## config.mk

```make
export PLATFORM = sky130hd
export DESIGN_NAME = proc72_control_fsm
export DESIGN_NICKNAME = d
export VERILOG_FILES = /design/src/rtl/proc72_pkg.sv /design/src/rtl/proc72_ctrl_decode.sv /design/src/rtl/proc72_control_fsm.sv
export SDC_FILE = /design/constraint.sdc
export NUM_CORES = 1
export LEC_CHECK = 0
export ABC_AREA = 1
export BUFFER_PORTS_ARGS = -buffer_cell sky130_fd_sc_hd__buf_2
export CAP_MARGIN = 20
export CORE_ASPECT_RATIO = 0.7
export CORE_MARGIN = 8
export CORE_UTILIZATION = 47
export CTS_BUF_LIST = sky130_fd_sc_hd__clkbuf_2 sky130_fd_sc_hd__clkbuf_4 sky130_fd_sc_hd__clkbuf_8
export CTS_CLUSTER_DIAMETER = 30
export CTS_CLUSTER_SIZE = 14
export DETAILED_ROUTE_END_ITERATION = 7
export HOLD_SLACK_MARGIN = 0.12
export PLACE_DENSITY = 0.95
export SYNTH_ARGS = -nofsm -noshare
export SYNTH_HDL_FRONTEND = slang
export SYNTH_SLANG_ARGS = --single-unit
```

## constraint.sdc

```tcl
create_clock -name clk -period 2.92 [get_ports clk]
set_input_delay 0.438 -clock clk [delete_from_list [all_inputs] [get_ports clk]]
set_output_delay 0.438 -clock clk [all_outputs]
set_load 0.03 [all_outputs]
```

## src/rtl/proc72_pkg.sv

```systemverilog
// Shared encodings for the proc72 control sequencer: states, opcodes, ALU codes and the
// registered control word.
package proc72_pkg;

  typedef enum logic [2:0] {
    StIdle   = 3'd0,
    StFetch  = 3'd1,
    StDecode = 3'd2,
    StExec   = 3'd3,
    StMem    = 3'd4,
    StWb     = 3'd5,
    StHalt   = 3'd6
  } state_e;

  localparam int unsigned OpNop   = 0;
  localparam int unsigned OpAdd   = 1;
  localparam int unsigned OpSub   = 2;
  localparam int unsigned OpAnd   = 3;
  localparam int unsigned OpOr    = 4;
  localparam int unsigned OpAddi  = 5;
  localparam int unsigned OpLoad  = 6;
  localparam int unsigned OpStore = 7;
  localparam int unsigned OpBeq   = 8;
  localparam int unsigned OpJump  = 9;
  localparam int unsigned OpHalt  = 15;

  localparam logic [2:0] AluNone = 3'd0;
  localparam logic [2:0] AluAdd  = 3'd1;
  localparam logic [2:0] AluSub  = 3'd2;
  localparam logic [2:0] AluAnd  = 3'd3;
  localparam logic [2:0] AluOr   = 3'd4;

  // Control word latched in DECODE; field order fixes the bit positions (msb first).
  typedef struct packed {
    logic [2:0] alu_op;
    logic       immediate_en;
    logic       is_mem;
    logic       is_load;
    logic       is_branch;
    logic       is_jump;
    logic       is_halt;
    logic       illegal;
    logic       is_wb;
  } ctrl_word_t;

  localparam int unsigned CtrlW = $bits(ctrl_word_t);

  // Last wait-counter value before a handshake timeout fires.
  function automatic logic [7:0] wait_limit(int unsigned timeout);
    return 8'(timeout - 1);
  endfunction

endpackage

```

## src/rtl/proc72_ctrl_decode.sv

```systemverilog
// Combinational opcode decoder for the proc72 control sequencer.
module proc72_ctrl_decode
  import proc72_pkg::*;
#(
  parameter int unsigned OPCODE_W = 4
) (
  input  logic [OPCODE_W-1:0] opcode,
  output logic [2:0]          alu_op,
  output logic                immediate_en,
  output logic                is_mem,
  output logic                is_load,
  output logic                is_branch,
  output logic                is_jump,
  output logic                is_halt,
  output logic                illegal
);

  int unsigned op_val;

  always_comb begin
    op_val       = 32'(opcode);
    alu_op       = AluNone;
    immediate_en = 1'b0;
    is_mem       = 1'b0;
    is_load      = 1'b0;
    is_branch    = 1'b0;
    is_jump      = 1'b0;
    is_halt      = 1'b0;
    illegal      = 1'b0;
    case (op_val)
      OpNop:  ;
      OpAdd:  alu_op = AluAdd;
      OpSub:  alu_op = AluSub;
      OpAnd:  alu_op = AluAnd;
      OpOr:   alu_op = AluOr;
      OpAddi: begin
        alu_op       = AluAdd;
        immediate_en = 1'b1;
      end
      OpLoad: begin
        alu_op       = AluAdd;
        immediate_en = 1'b1;
        is_mem       = 1'b1;
        is_load      = 1'b1;
      end
      OpStore: begin
        alu_op       = AluAdd;
        immediate_en = 1'b1;
        is_mem       = 1'b1;
      end
      OpBeq: begin
        alu_op    = AluSub;
        is_branch = 1'b1;
      end
      OpJump: is_jump = 1'b1;
      OpHalt: is_halt = 1'b1;
      default: illegal = 1'b1;
    endcase
  end

endmodule

```

## src/rtl/proc72_control_fsm.sv

```systemverilog
// Multi-cycle control sequencer for the 72-bit processor datapath.
// Optional performance counters are enabled by defining PROC72_PERF_CNT_EN.
module proc72_control_fsm
  import proc72_pkg::*;
#(
  parameter int unsigned INSTR_W     = 72,
  parameter int unsigned OPCODE_W    = 4,
  parameter int unsigned MEM_TIMEOUT = 16
) (
  input  logic               clk,
  input  logic               rst,
  input  logic [INSTR_W-1:0] instr,
  input  logic               imem_valid,
  input  logic               dmem_ready,
  input  logic               alu_zero,
  output logic               imem_req,
  output logic               pc_en,
  output logic               Branch_en,
  output logic               Jump_en,
  output logic               immediate_en,
  output logic [2:0]         alu_op,
  output logic               write_reg,
  output logic               write_datamem,
  output logic               read_datamem,
  output logic               illegal_op,
  output logic               mem_fault,
  output logic               halted,
  output logic [2:0]         state
`ifdef PROC72_PERF_CNT_EN
  ,
  output logic [31:0]        cycle_cnt,
  output logic [31:0]        retire_cnt
`endif
);

  localparam logic [7:0] WaitLast = wait_limit(MEM_TIMEOUT);

  state_e                state_q, state_d;
  logic [OPCODE_W-1:0]   opcode_q, opcode_d;
  ctrl_word_t            ctrl_q, ctrl_d, ctrl_dec;
  logic [7:0]            wait_q, wait_d;
  logic                  illegal_q, illegal_d;
  logic                  fault_q, fault_d;

  logic [2:0] dec_alu_op;
  logic       dec_imm, dec_mem, dec_load, dec_branch, dec_jump, dec_halt, dec_illegal;

  logic unused_instr;
  assign unused_instr = ^instr[INSTR_W-OPCODE_W-1:0];

  proc72_ctrl_decode #(
    .OPCODE_W(OPCODE_W)
  ) u_decode (
    .opcode      (opcode_q),
    .alu_op      (dec_alu_op),
    .immediate_en(dec_imm),
    .is_mem      (dec_mem),
    .is_load     (dec_load),
    .is_branch   (dec_branch),
    .is_jump     (dec_jump),
    .is_halt     (dec_halt),
    .illegal     (dec_illegal)
  );

  always_comb begin
    ctrl_dec              = '0;
    ctrl_dec.alu_op       = dec_alu_op;
    ctrl_dec.immediate_en = dec_imm;
    ctrl_dec.is_mem       = dec_mem;
    ctrl_dec.is_load      = dec_load;
    ctrl_dec.is_branch    = dec_branch;
    ctrl_dec.is_jump      = dec_jump;
    ctrl_dec.is_halt      = dec_halt;
    ctrl_dec.illegal      = dec_illegal;
    // Register-writing ALU ops are the ones with an ALU code that neither access memory nor branch.
    ctrl_dec.is_wb        = (dec_alu_op != AluNone) && !dec_mem && !dec_branch;
  end

  always_ff @(posedge clk or posedge rst) begin
    if (rst) begin
      state_q   <= StIdle;
      opcode_q  <= '0;
      ctrl_q    <= '0;
      wait_q    <= '0;
      illegal_q <= 1'b0;
      fault_q   <= 1'b0;
    end else begin
      state_q   <= state_d;
      opcode_q  <= opcode_d;
      ctrl_q    <= ctrl_d;
      wait_q    <= wait_d;
      illegal_q <= illegal_d;
      fault_q   <= fault_d;
    end
  end

  always_comb begin
    state_d   = state_q;
    opcode_d  = opcode_q;
    ctrl_d    = ctrl_q;
    illegal_d = illegal_q;
    fault_d   = fault_q;
    case (state_q)
      StIdle: state_d = StFetch;
      StFetch: begin
        if (imem_valid) begin
          opcode_d = instr[INSTR_W-1 -: OPCODE_W];
          state_d  = StDecode;
        end else if (wait_q == WaitLast) begin
          fault_d = 1'b1;
          state_d = StHalt;
        end
      end
      StDecode: begin
        ctrl_d  = ctrl_dec;
        state_d = StExec;
      end
      StExec: begin
        if (ctrl_q.illegal) illegal_d = 1'b1;
        if (ctrl_q.is_halt)     state_d = StHalt;
        else if (ctrl_q.is_mem) state_d = StMem;
        else if (ctrl_q.is_wb)  state_d = StWb;
        else                    state_d = StFetch;
      end
      StMem: begin
        if (dmem_ready) begin
          state_d = ctrl_q.is_load ? StWb : StFetch;
        end else if (wait_q == WaitLast) begin
          fault_d = 1'b1;
          state_d = StHalt;
        end
      end
      StWb:    state_d = StFetch;
      default: state_d = StHalt;
    endcase
    wait_d = '0;
    if ((state_d == state_q) && ((state_q == StFetch) || (state_q == StMem))) begin
      wait_d = wait_q + 8'd1;
    end
  end

  always_comb begin
    imem_req      = 1'b0;
    pc_en         = 1'b0;
    Branch_en     = 1'b0;
    Jump_en       = 1'b0;
    immediate_en  = 1'b0;
    alu_op        = AluNone;
    write_reg     = 1'b0;
    write_datamem = 1'b0;
    read_datamem  = 1'b0;
    halted        = 1'b0;
    case (state_q)
      StFetch: imem_req = 1'b1;
      StExec: begin
        alu_op       = ctrl_q.alu_op;
        immediate_en = ctrl_q.immediate_en;
        if (ctrl_q.is_branch) begin
          pc_en     = 1'b1;
          Branch_en = alu_zero;
        end else if (ctrl_q.is_jump) begin
          pc_en   = 1'b1;
          Jump_en = 1'b1;
        end else if (!(ctrl_q.is_halt || ctrl_q.is_mem || ctrl_q.is_wb)) begin
          pc_en = 1'b1;
        end
      end
      StMem: begin
        read_datamem  = ctrl_q.is_load;
        write_datamem = ~ctrl_q.is_load;
        // A STORE retires in the cycle its write completes to keep its 4-cycle latency.
        pc_en         = dmem_ready & ~ctrl_q.is_load;
      end
      StWb: begin
        write_reg = 1'b1;
        pc_en     = 1'b1;
      end
      StHalt:  halted = 1'b1;
      default: ;
    endcase
  end

  assign illegal_op = illegal_q;
  assign mem_fault  = fault_q;
  assign state      = state_q;

`ifdef PROC72_PERF_CNT_EN
  logic [31:0] cycle_cnt_q, retire_cnt_q;

  always_ff @(posedge clk or posedge rst) begin
    if (rst) begin
      cycle_cnt_q  <= '0;
      retire_cnt_q <= '0;
    end else begin
      if (state_q != StHalt) cycle_cnt_q <= cycle_cnt_q + 32'd1;
      if (pc_en) retire_cnt_q <= retire_cnt_q + 32'd1;
    end
  end

  assign cycle_cnt  = cycle_cnt_q;
  assign retire_cnt = retire_cnt_q;
`endif

endmodule

```

After elaboration in Yosys (flattened, before gate mapping) --
Cells that the tools add are included. Widths: inputs -> output; s select.
Word-level totals: register bits 28, input port bits 77, output and inout bits 17, word-level logic and storage cells 95
Cells by class: add/subtract/negate cells 1, equal/unequal tests 20, multiplexer cells 37, bitwise operators 2, reductions and logical operators 21
Operators by type and width (number):
- $mux 1 | 24
- $mux 3 | 8
- $eq 4x3->1 const B | 4
- $pmux 3 s5 | 1
- $eq 4x4->1 const B | 3
- $pmux 3 s4 | 1
- $reduce_or 11->1 | 1
- $eq 3x3->1 const B | 3
- $add 8x1->8 const B | 1
- $eq 4x2->1 const B | 2
- $eq 8x4->1 const B | 1
- $mux 8 | 1
- $eq 3x2->1 const B | 2
- $reduce_or 2->1 | 3
- $eq 4x1->1 const B | 1
- $logic_not 4->1 | 1
- $ne 2x2->1 const B | 2
- $reduce_and 2->1 | 2
- $reduce_or 4->1 | 1
- $eq 3x1->1 const B | 1
- $eq 3x3->1 | 1
- $logic_and 1x1->1 | 3
- $logic_not 3->1 | 1
- $logic_or 1x1->1 | 3
- other kinds (9) | 10

Longest topological paths before layout --
Gate-level depths: netlist of run 1.
depth after elaboration 7, gate-level depth with buffers 10, depth with buffers taken out 10

Hierarchy --
Synthesis of run 1 repeated with hierarchy kept, for this count alone.
Unflattened totals: cells, all modules 199, area, all modules 1490.2 µm²
By module, submodules not included:
- proc72_control_fsm | instances 1, cells each 173, area an instance 1386.3 µm², seq. area each 700.7 µm²
- proc72_ctrl_decode | instances 1, cells each 26, area an instance 103.8 µm², seq. area each 0.0 µm²

Worst setup path after synthesis of run 1 --
OpenSTA, ideal clock, no wires.
kind reg2out, from reg state_q[2] (netlist: state[2]), to out pc_en, data arrival time 1.787 ns, data required time 2.482 ns, setup slack 0.695 ns, stages on the path, launching flop included 7, path buffers 1, cell sequence dfrtp_1 > buf_6 > inv_2 > nand2_1 > o211ai_2 > nand3_2 > o21ai_0
Between the ends: word-level cells in the longest chain between the ends 2, elaborated cells between the ends (all ways) 4, classes of those cells eq/ne: 3; mux: 1
Ends and longest elaborated chain:
- from (decl) | line proc72_control_fsm.sv:38 | state_e state_q, state_d;
- from (signal assigned) | line proc72_control_fsm.sv:81 | state_q <= StIdle;
- from (signal assigned) | line proc72_control_fsm.sv:88 | state_q <= state_d;
- $eq 3x3->1 or $eq 3x2->1 (tied branches) | line proc72_control_fsm.sv:153 | case (state_q)
- $pmux 1 s3 * | line proc72_control_fsm.sv:153
- to (decl) | line proc72_control_fsm.sv:17 | output logic pc_en,
Every way passes the cells marked *; elsewhere a longest branch is shown, timed or not.

==> impl_metrics.py, run 1 <==
metrics = {
    "outcome": {
        "outcome": "complete, no violations",
    },
    "cts": {
        "cts_resized": 0,
        "cts_buffers": 3,
        "post_cts_buffers": 0,
        "h-tree-depth": 1,
        "clockBufferDepth": 2,
        "cts_tree": "done",
        "hold_buffers": 0,
        "cts_sinks": 28,
        "clk_pin_slew_ns": 0.10,
        "clockRootBuffer": "clkbuf_8",
        "clock_latency_ns": 0.28,
    },
    "sta": {
        "relSlewSlack": 0.725,
        "rsz0062_at_grt": "no",
        "tightest_slew_ns": 0.412,
        "skew_ns": 0.00503,
        "fin_tns_setup_ns": 0,
        "setup_violations": 0,
        "final-hold-violation-count": 0,
        "fmax_mhz": 428,
        "maxSlewViolCount": 0,
        "period_needed_ns": 2.33,
        "fin_crit_sh": 0.799,
    },
    "power": {
        "power_leakage_uw": 0.000856,
        "p_total_uw": 716,
        "p_per_area_nw_per_um2": 418,
        "ir_worst_vdd_mv": 0.295,
    },
    "synth": {
        "synth_top_area_frac": 0.483,
        "synthCells": 181,
        "synth.area.top_cells": "dfrtp_1, nor2_1, inv_1, nand2_1, o21ai_0",
        "synth.avg_cell_area_um2": 8.01,
        "ys_seq_area_frac": 0.483,
        "synth_fp_nets": 259,
        "ys_types": 28,
        "yosysWarnings": 0,
        "synth_area_um2": 1450,
        "yosysTopAreaCell": "dfrtp_1",
        "ys_seq_elements": 28,
    },
    "setup_path": {
        "endpoint_kind": "output pin",
        "critPathKind": "register to output pin",
        "max_stage_delay_ns": 0.40,
        "cp_cell_sequence": "ha_1, nand3_1, nor2_1, nand4_1, nand3_2, o21ai_0, buf_2",
        "cp_max_fo": 4,
        "cp_data_required_time_ns": 2.48,
        "r2r_end": "wait_q[2]$_DFF_PP0_",
        "critical_path_buf_inv_count": 1,
        "rrSetupSlack_ns": 1.10,
        "cp_slowest_cell": "dfrtp_1",
        "r2r-start": "wait_q[0]$_DFF_PP0_",
        "critPathLaunch": "wait_q[0]$_DFF_PP0_",
        "startpoint_type": "register",
        "crit_family": "simple AND/OR/NAND/NOR gates",
        "arrival_ns": 1.90,
        "r2r_cells": 9,
    },
    "detailed_routing": {
        "wl_per_cell_um": 13.1,
        "remaining_drc_errors": 0,
        "drt_wl_total_um": 3260,
        "firstDrtPassIters": 5,
        "ant_nets": 0,
        "vias": 1296,
        "drt_iter0_markers": 85,
        "viasPerCell": 5.23,
    },
    "floorplanning": {
        "chipHeight_um": 62.5,
        "num_rows": 17,
        "die_w_um": 82.4,
        "ioPinCount": 94,
        "die_area_um2": 5150,
        "core_um2": 3040,
        "start_util": 0.477,
    },
    "place": {
        "io_buffers": 25,
        "gp_congestion": 0.930,
        "place_inst": 242,
        "place_hpwl_um": 2430,
    },
    "finish": {
        "antenna_cells": 0,
        "final_common_cell": "nor2_1",
        "final_cells": 248,
        "fin_nets": 289,
        "fillers": 291,
        "layout-drive-gt1-share": 0.205,
        "syn2layout_area_growth_pct": 18.3,
        "final_cell_mix": "nor2_1, dfrtp_1, inv_1, nand2_1, buf_2",
    },
    "grt": {
        "grt_antenna_before_repair": 0,
        "grt_pass1_vias": 1194,
        "grt_pass1_wl_um": 5490,
        "grt_overflow": 0,
        "grt_use_total": 0.131,
        "grt_max_degree": 29,
    },
    "min_path": {
        "hold_depth": 3,
        "hold_path_class": "input port to register",
        "hold_end": "opcode_q[1]$_DFFE_PP0P_",
        "hp-start": "instr[69]",
    },
    "run": {
        "maxCapViolations": 0,
    },
}
worst reg2reg max path: stages (launching register included):
cell and delay [ns]:
dfrtp_1 0.40, ha_1 0.20, nand3_1 0.17, nor2_1 0.27, nor2_1 0.09, nor2_2 0.14, nor2_1 0.06, nor2_2 0.09
nand3_2 0.18, nor2_1 0.15
state kept, by name (all words and copies together) (netlist names):
| register | count |
|---|---|
| ctrl_q | 11 |
| illegal_op | 1 |
| opcode_q | 4 |
| wait_q | 8 |
| mem_fault | 1 |
| state | 3 |
how the worst max path moves through the flow:
stage,endpoint,cells after the start
floorplan,pc_en,6
global placement,pc_en,7
detailed placement,pc_en,7
CTS,pc_en,7
global route,pc_en,7
finish,pc_en,7
area by class of cell:
cell class              count  area [um2]  share of cell area
clock buffers               3        41.3              0.0241
multi-input cells         119         613               0.357
repair buffers             27         163              0.0948
clock inverters             1        30.0              0.0175
well taps                  38        47.5              0.0277
flip-flops and latches     28         701               0.408
inverters                  32         120              0.0700
Yosys cell counts:
| library cell | count |
|---|---|
| o21bai_1 | 1 |
| buf_6 | 1 |
| xor2_1 | 4 |
| a31o_2 | 1 |
| nand2_1 | 27 |
| and3_1 | 1 |
| buf_2 | 1 |
| a21oi_1 | 2 |
| nor2_1 | 33 |
| inv_1 | 27 |
| o211ai_1 | 1 |
| a22oi_1 | 1 |
| dfrtp_1 | 28 |
| xnor2_1 | 2 |
| o22ai_1 | 3 |
| inv_2 | 5 |
| nand3b_1 | 1 |
| nand3_2 | 3 |
| o21ai_0 | 14 |
| nor2_4 | 1 |
| nand3_1 | 11 |
| o32ai_1 | 1 |
| o31ai_1 | 1 |
| o211ai_2 | 1 |
| nand4_1 | 5 |
| ha_1 | 1 |
| nor3_1 | 2 |
| nor2_2 | 2 |
cell families after synthesis:
| logic type | share of synthesized area |
|---|---|
| DFF | 0.483 |
| xor gates and xnor gates | 0.0362 |
| and+or+nand+nor | 0.268 |
| buffers and inverters | 0.0940 |
| AOI/OAI and AO/OA | 0.110 |
| adders and majority gates | 0.00863 |
through the flow:
stage	setup WS [ns]	utilization	hold slack [ns]	instance area (um2)
final	0.586	0.564	0.359	1720
after global routing	0.390	0.564	0.361	1720
after CTS	0.610	0.552	0.358	1680
after global placement	1.02	0.528	0.448	1610
after detailed placement	0.977	0.528	0.458	1610
after floorplan	0.695	-	0.425	1450
power by group:
| group | switching (uW) | internal (uW) | total [uW] |
|---|---|---|---|
| Clock | 126 | 184 | 310 |
| Sequential | 0 | 387 | 387 |
| Combinational | 10.5 | 8.70 | 19.2 |
| Total | 136 | 580 | 716 |
per-layer routing:
layer | share of wire | up-vias | global-route usage | wire length, um
li1 | - | 642 | - | -
met1 | 0.48 | 598 | 0.189 | 1570
met2 | 0.42 | 52 | 0.175 | 1360
met3 | 0.090 | 4 | 0.0431 | 292
met4 | 0.013 | 0 | 0.0480 | 42
met5 | 0 | - | 0 | 0
Note: power is estimated with default switching activity, not from simulation.
==> run 2: changes to the inputs <==
--- a/config.mk
+++ b/config.mk
@@ -10,13 +10,13 @@
 export CAP_MARGIN = 20
 export CORE_ASPECT_RATIO = 0.7
 export CORE_MARGIN = 8
-export CORE_UTILIZATION = 47
+export CORE_UTILIZATION = 43
 export CTS_BUF_LIST = sky130_fd_sc_hd__clkbuf_2 sky130_fd_sc_hd__clkbuf_4 sky130_fd_sc_hd__clkbuf_8
 export CTS_CLUSTER_DIAMETER = 30
 export CTS_CLUSTER_SIZE = 14
 export DETAILED_ROUTE_END_ITERATION = 7
 export HOLD_SLACK_MARGIN = 0.12
-export PLACE_DENSITY = 0.95
+export PLACE_DENSITY = 0.88
 export SYNTH_ARGS = -nofsm -noshare
 export SYNTH_HDL_FRONTEND = slang
 export SYNTH_SLANG_ARGS = --single-unit
==> constraint.sdc (replaced) <==
create_clock -name clk -period 2.17 [get_ports clk]
set_input_delay 0.3255 -clock clk [delete_from_list [all_inputs] [get_ports clk]]
set_output_delay 0.3255 -clock clk [all_outputs]
set_load 0.03 [all_outputs]
==> run 2 against run 1 <==
Effect of this change:
- via count is 1.5% lower
- die area is 7.2% higher
- routed wire length is 4.7% lower
- clock skew is 0.0028 ns higher
- global-route usage is 1.4 points lower
- utilization is 3.2 points lower
- register-to-register slack worse by 0.57 ns
- critical path depth is 1 higher
- final area is 1.0% lower
- clock-buffer cell count is 1 higher
- sequential cell count stayed put
- largest power group unchanged
- highest routed layer unchanged
==> impl_metrics.py, run 2 (synthesized netlist as in run 1, its figures left out) <==
metrics = {
    "outcome": {
        "outcome": "complete, no violations",
    },
    "detailed_routing": {
        "ant_nets": 0,
        "firstDrtPassIters": 4,
        "remaining_drc_errors": 0,
        "vias": 1277,
        "drt_iter0_markers": 71,
        "drt_wl_total_um": 3110,
        "wl_per_cell_um": 12.5,
        "viasPerCell": 5.15,
    },
    "setup_path": {
        "endpoint_kind": "output pin",
        "r2r_cells": 8,
        "critPathKind": "register to output pin",
        "startpoint_type": "register",
        "rrSetupSlack_ns": 0.53,
        "r2r-start": "state[0]$_DFF_PP0_",
        "endpoint": "pc_en",
        "arrival_ns": 1.66,
        "r2r_end": "wait_q[3]$_DFF_PP0_",
        "critPathLaunch": "state[0]$_DFF_PP0_",
        "cp_data_required_time_ns": 1.84,
        "cp_max_fo": 7,
    },
    "sta": {
        "relSlewSlack": 0.741,
        "fin_ws_ns": 0.183,
        "final-hold-violation-count": 0,
        "rsz0062_at_grt": "no",
        "period_needed_ns": 1.99,
        "fmax_mhz": 503,
        "fin_crit_sh": 0.916,
        "setup_violations": 0,
        "maxSlewViolCount": 0,
        "fin_tns_setup_ns": 0,
        "skew_ns": 0.00782,
        "tightest_slew_ns": 0.388,
    },
    "floorplanning": {
        "die_area_um2": 5520,
        "num_rows": 17,
        "core_um2": 3190,
        "start_util": 0.455,
        "die_w_um": 85.4,
        "ioPinCount": 94,
        "chipHeight_um": 64.6,
    },
    "power": {
        "ir_worst_vdd_mv": 0.350,
        "p_per_area_nw_per_um2": 504,
        "power_leakage_uw": 0.000842,
        "p_total_uw": 856,
    },
    "cts": {
        "cts_buffers": 3,
        "clockRootBuffer": "clkbuf_8",
        "clk_pin_slew_ns": 0.09,
        "cts_tree": "done",
        "clockBufferDepth": 2,
        "cts_sinks": 28,
        "clock_latency_ns": 0.27,
        "h-tree-depth": 1,
    },
    "run": {
        "maxCapViolations": 0,
    },
    "place": {
        "place_hpwl_um": 2370,
        "io_buffers": 25,
        "gp_congestion": 0.875,
        "place_area_um2": 1610,
        "place_ws_ns": 0.365,
    },
    "finish": {
        "largest-register": "ctrl_q",
        "antenna_cells": 0,
        "syn2layout_area_growth_pct": 17.1,
        "fin_nets": 289,
        "top_regs": "ctrl_q (11), wait_q (8), opcode_q (4)",
        "fin_area_um2": 1700,
        "largest_reg_flops": 11,
        "finish.utilization": 0.532,
        "layout-drive-gt1-share": 0.224,
        "final_cell_mix": "nor2_1, inv_1, nand2_1, dfrtp_1, buf_2",
        "final_common_cell": "nor2_1",
    },
    "grt": {
        "grt_antenna_before_repair": 0,
        "grt_max_degree": 29,
        "grt_overflow": 0,
        "grt_pass1_wl_um": 5310,
        "grt_pass1_vias": 1175,
        "grt_use_total": 0.117,
    },
    "min_path": {
        "hold_path_class": "input port to register",
    },
}
run 2: cell types whose count changed in the layout (fill, tap and decap cells not counted), sizes merged:
cell | previous run | this run
bufinv | 1 | 0
clkbuf | 3 | 4
run 2: metal layers:
layer  vias to the layer above  track usage  part of all wire
li1                        637            -                 -
met1                       586        0.165              0.49
met2                        52        0.164              0.41
met3                         2       0.0390             0.091
met4                         0       0.0348            0.0087
met5                         -            0                 0
run 2: layout make-up:
class                      instances  area [um2]
multi-input combinational        119         628
sequential                        28         702
tap                               38        47.5
inverter                          32         120
fill                             308        1490
timing repair buffer              27         145
clock buffer                       4        55.1
run 2: power breakdown:
| part | internal, uW | total, uW | switching (uW) |
|---|---|---|---|
| Clock | 162 | 314 | 152 |
| Combinational | 7.90 | 21.3 | 13.4 |
| Sequential | 521 | 521 | 0 |
run 2: what timing repair did:
item,4_1_cts,5_1_grt
setup buffers,0,0
hold endpoints to repair,28,0
hold buffers,1,0
endpoints found under the setup margin,0,1
resized for setup,0,7
run 2: how the worst min path moves through the flow:
stage	startpoint	endpoint	slack [ns]	cells after the start
floorplan	rst	ctrl_q[0]$_DFFE_PP0P_	0.39	1
global placement	rst	wait_q[2]$_DFF_PP0_	0.40	3
detailed placement	rst	wait_q[0]$_DFF_PP0_	0.41	3
CTS	instr[71]	opcode_q[3]$_DFFE_PP0P_	0.26	3
global route	instr[71]	opcode_q[3]$_DFFE_PP0P_	0.26	3
finish	instr[71]	opcode_q[3]$_DFFE_PP0P_	0.26	3
run 2: metrics by stage:
stage	std cells	hold WS, ns
detailed placement	243	0.407
global route	248	0.261
finish	248	0.259
floorplan	181	0.391
global placement	243	0.403
CTS	248	0.255
run 2: worst max-delay path, stage by stage (launching register included):
cell	delay, ns
dfrtp_1	0.49
nand2_1	0.11
nor2_2	0.19
nand2_1	0.08
o21ai_0	0.09
inv_1	0.10
nand3_2	0.10
o21ai_1	0.06
buf_4	0.17
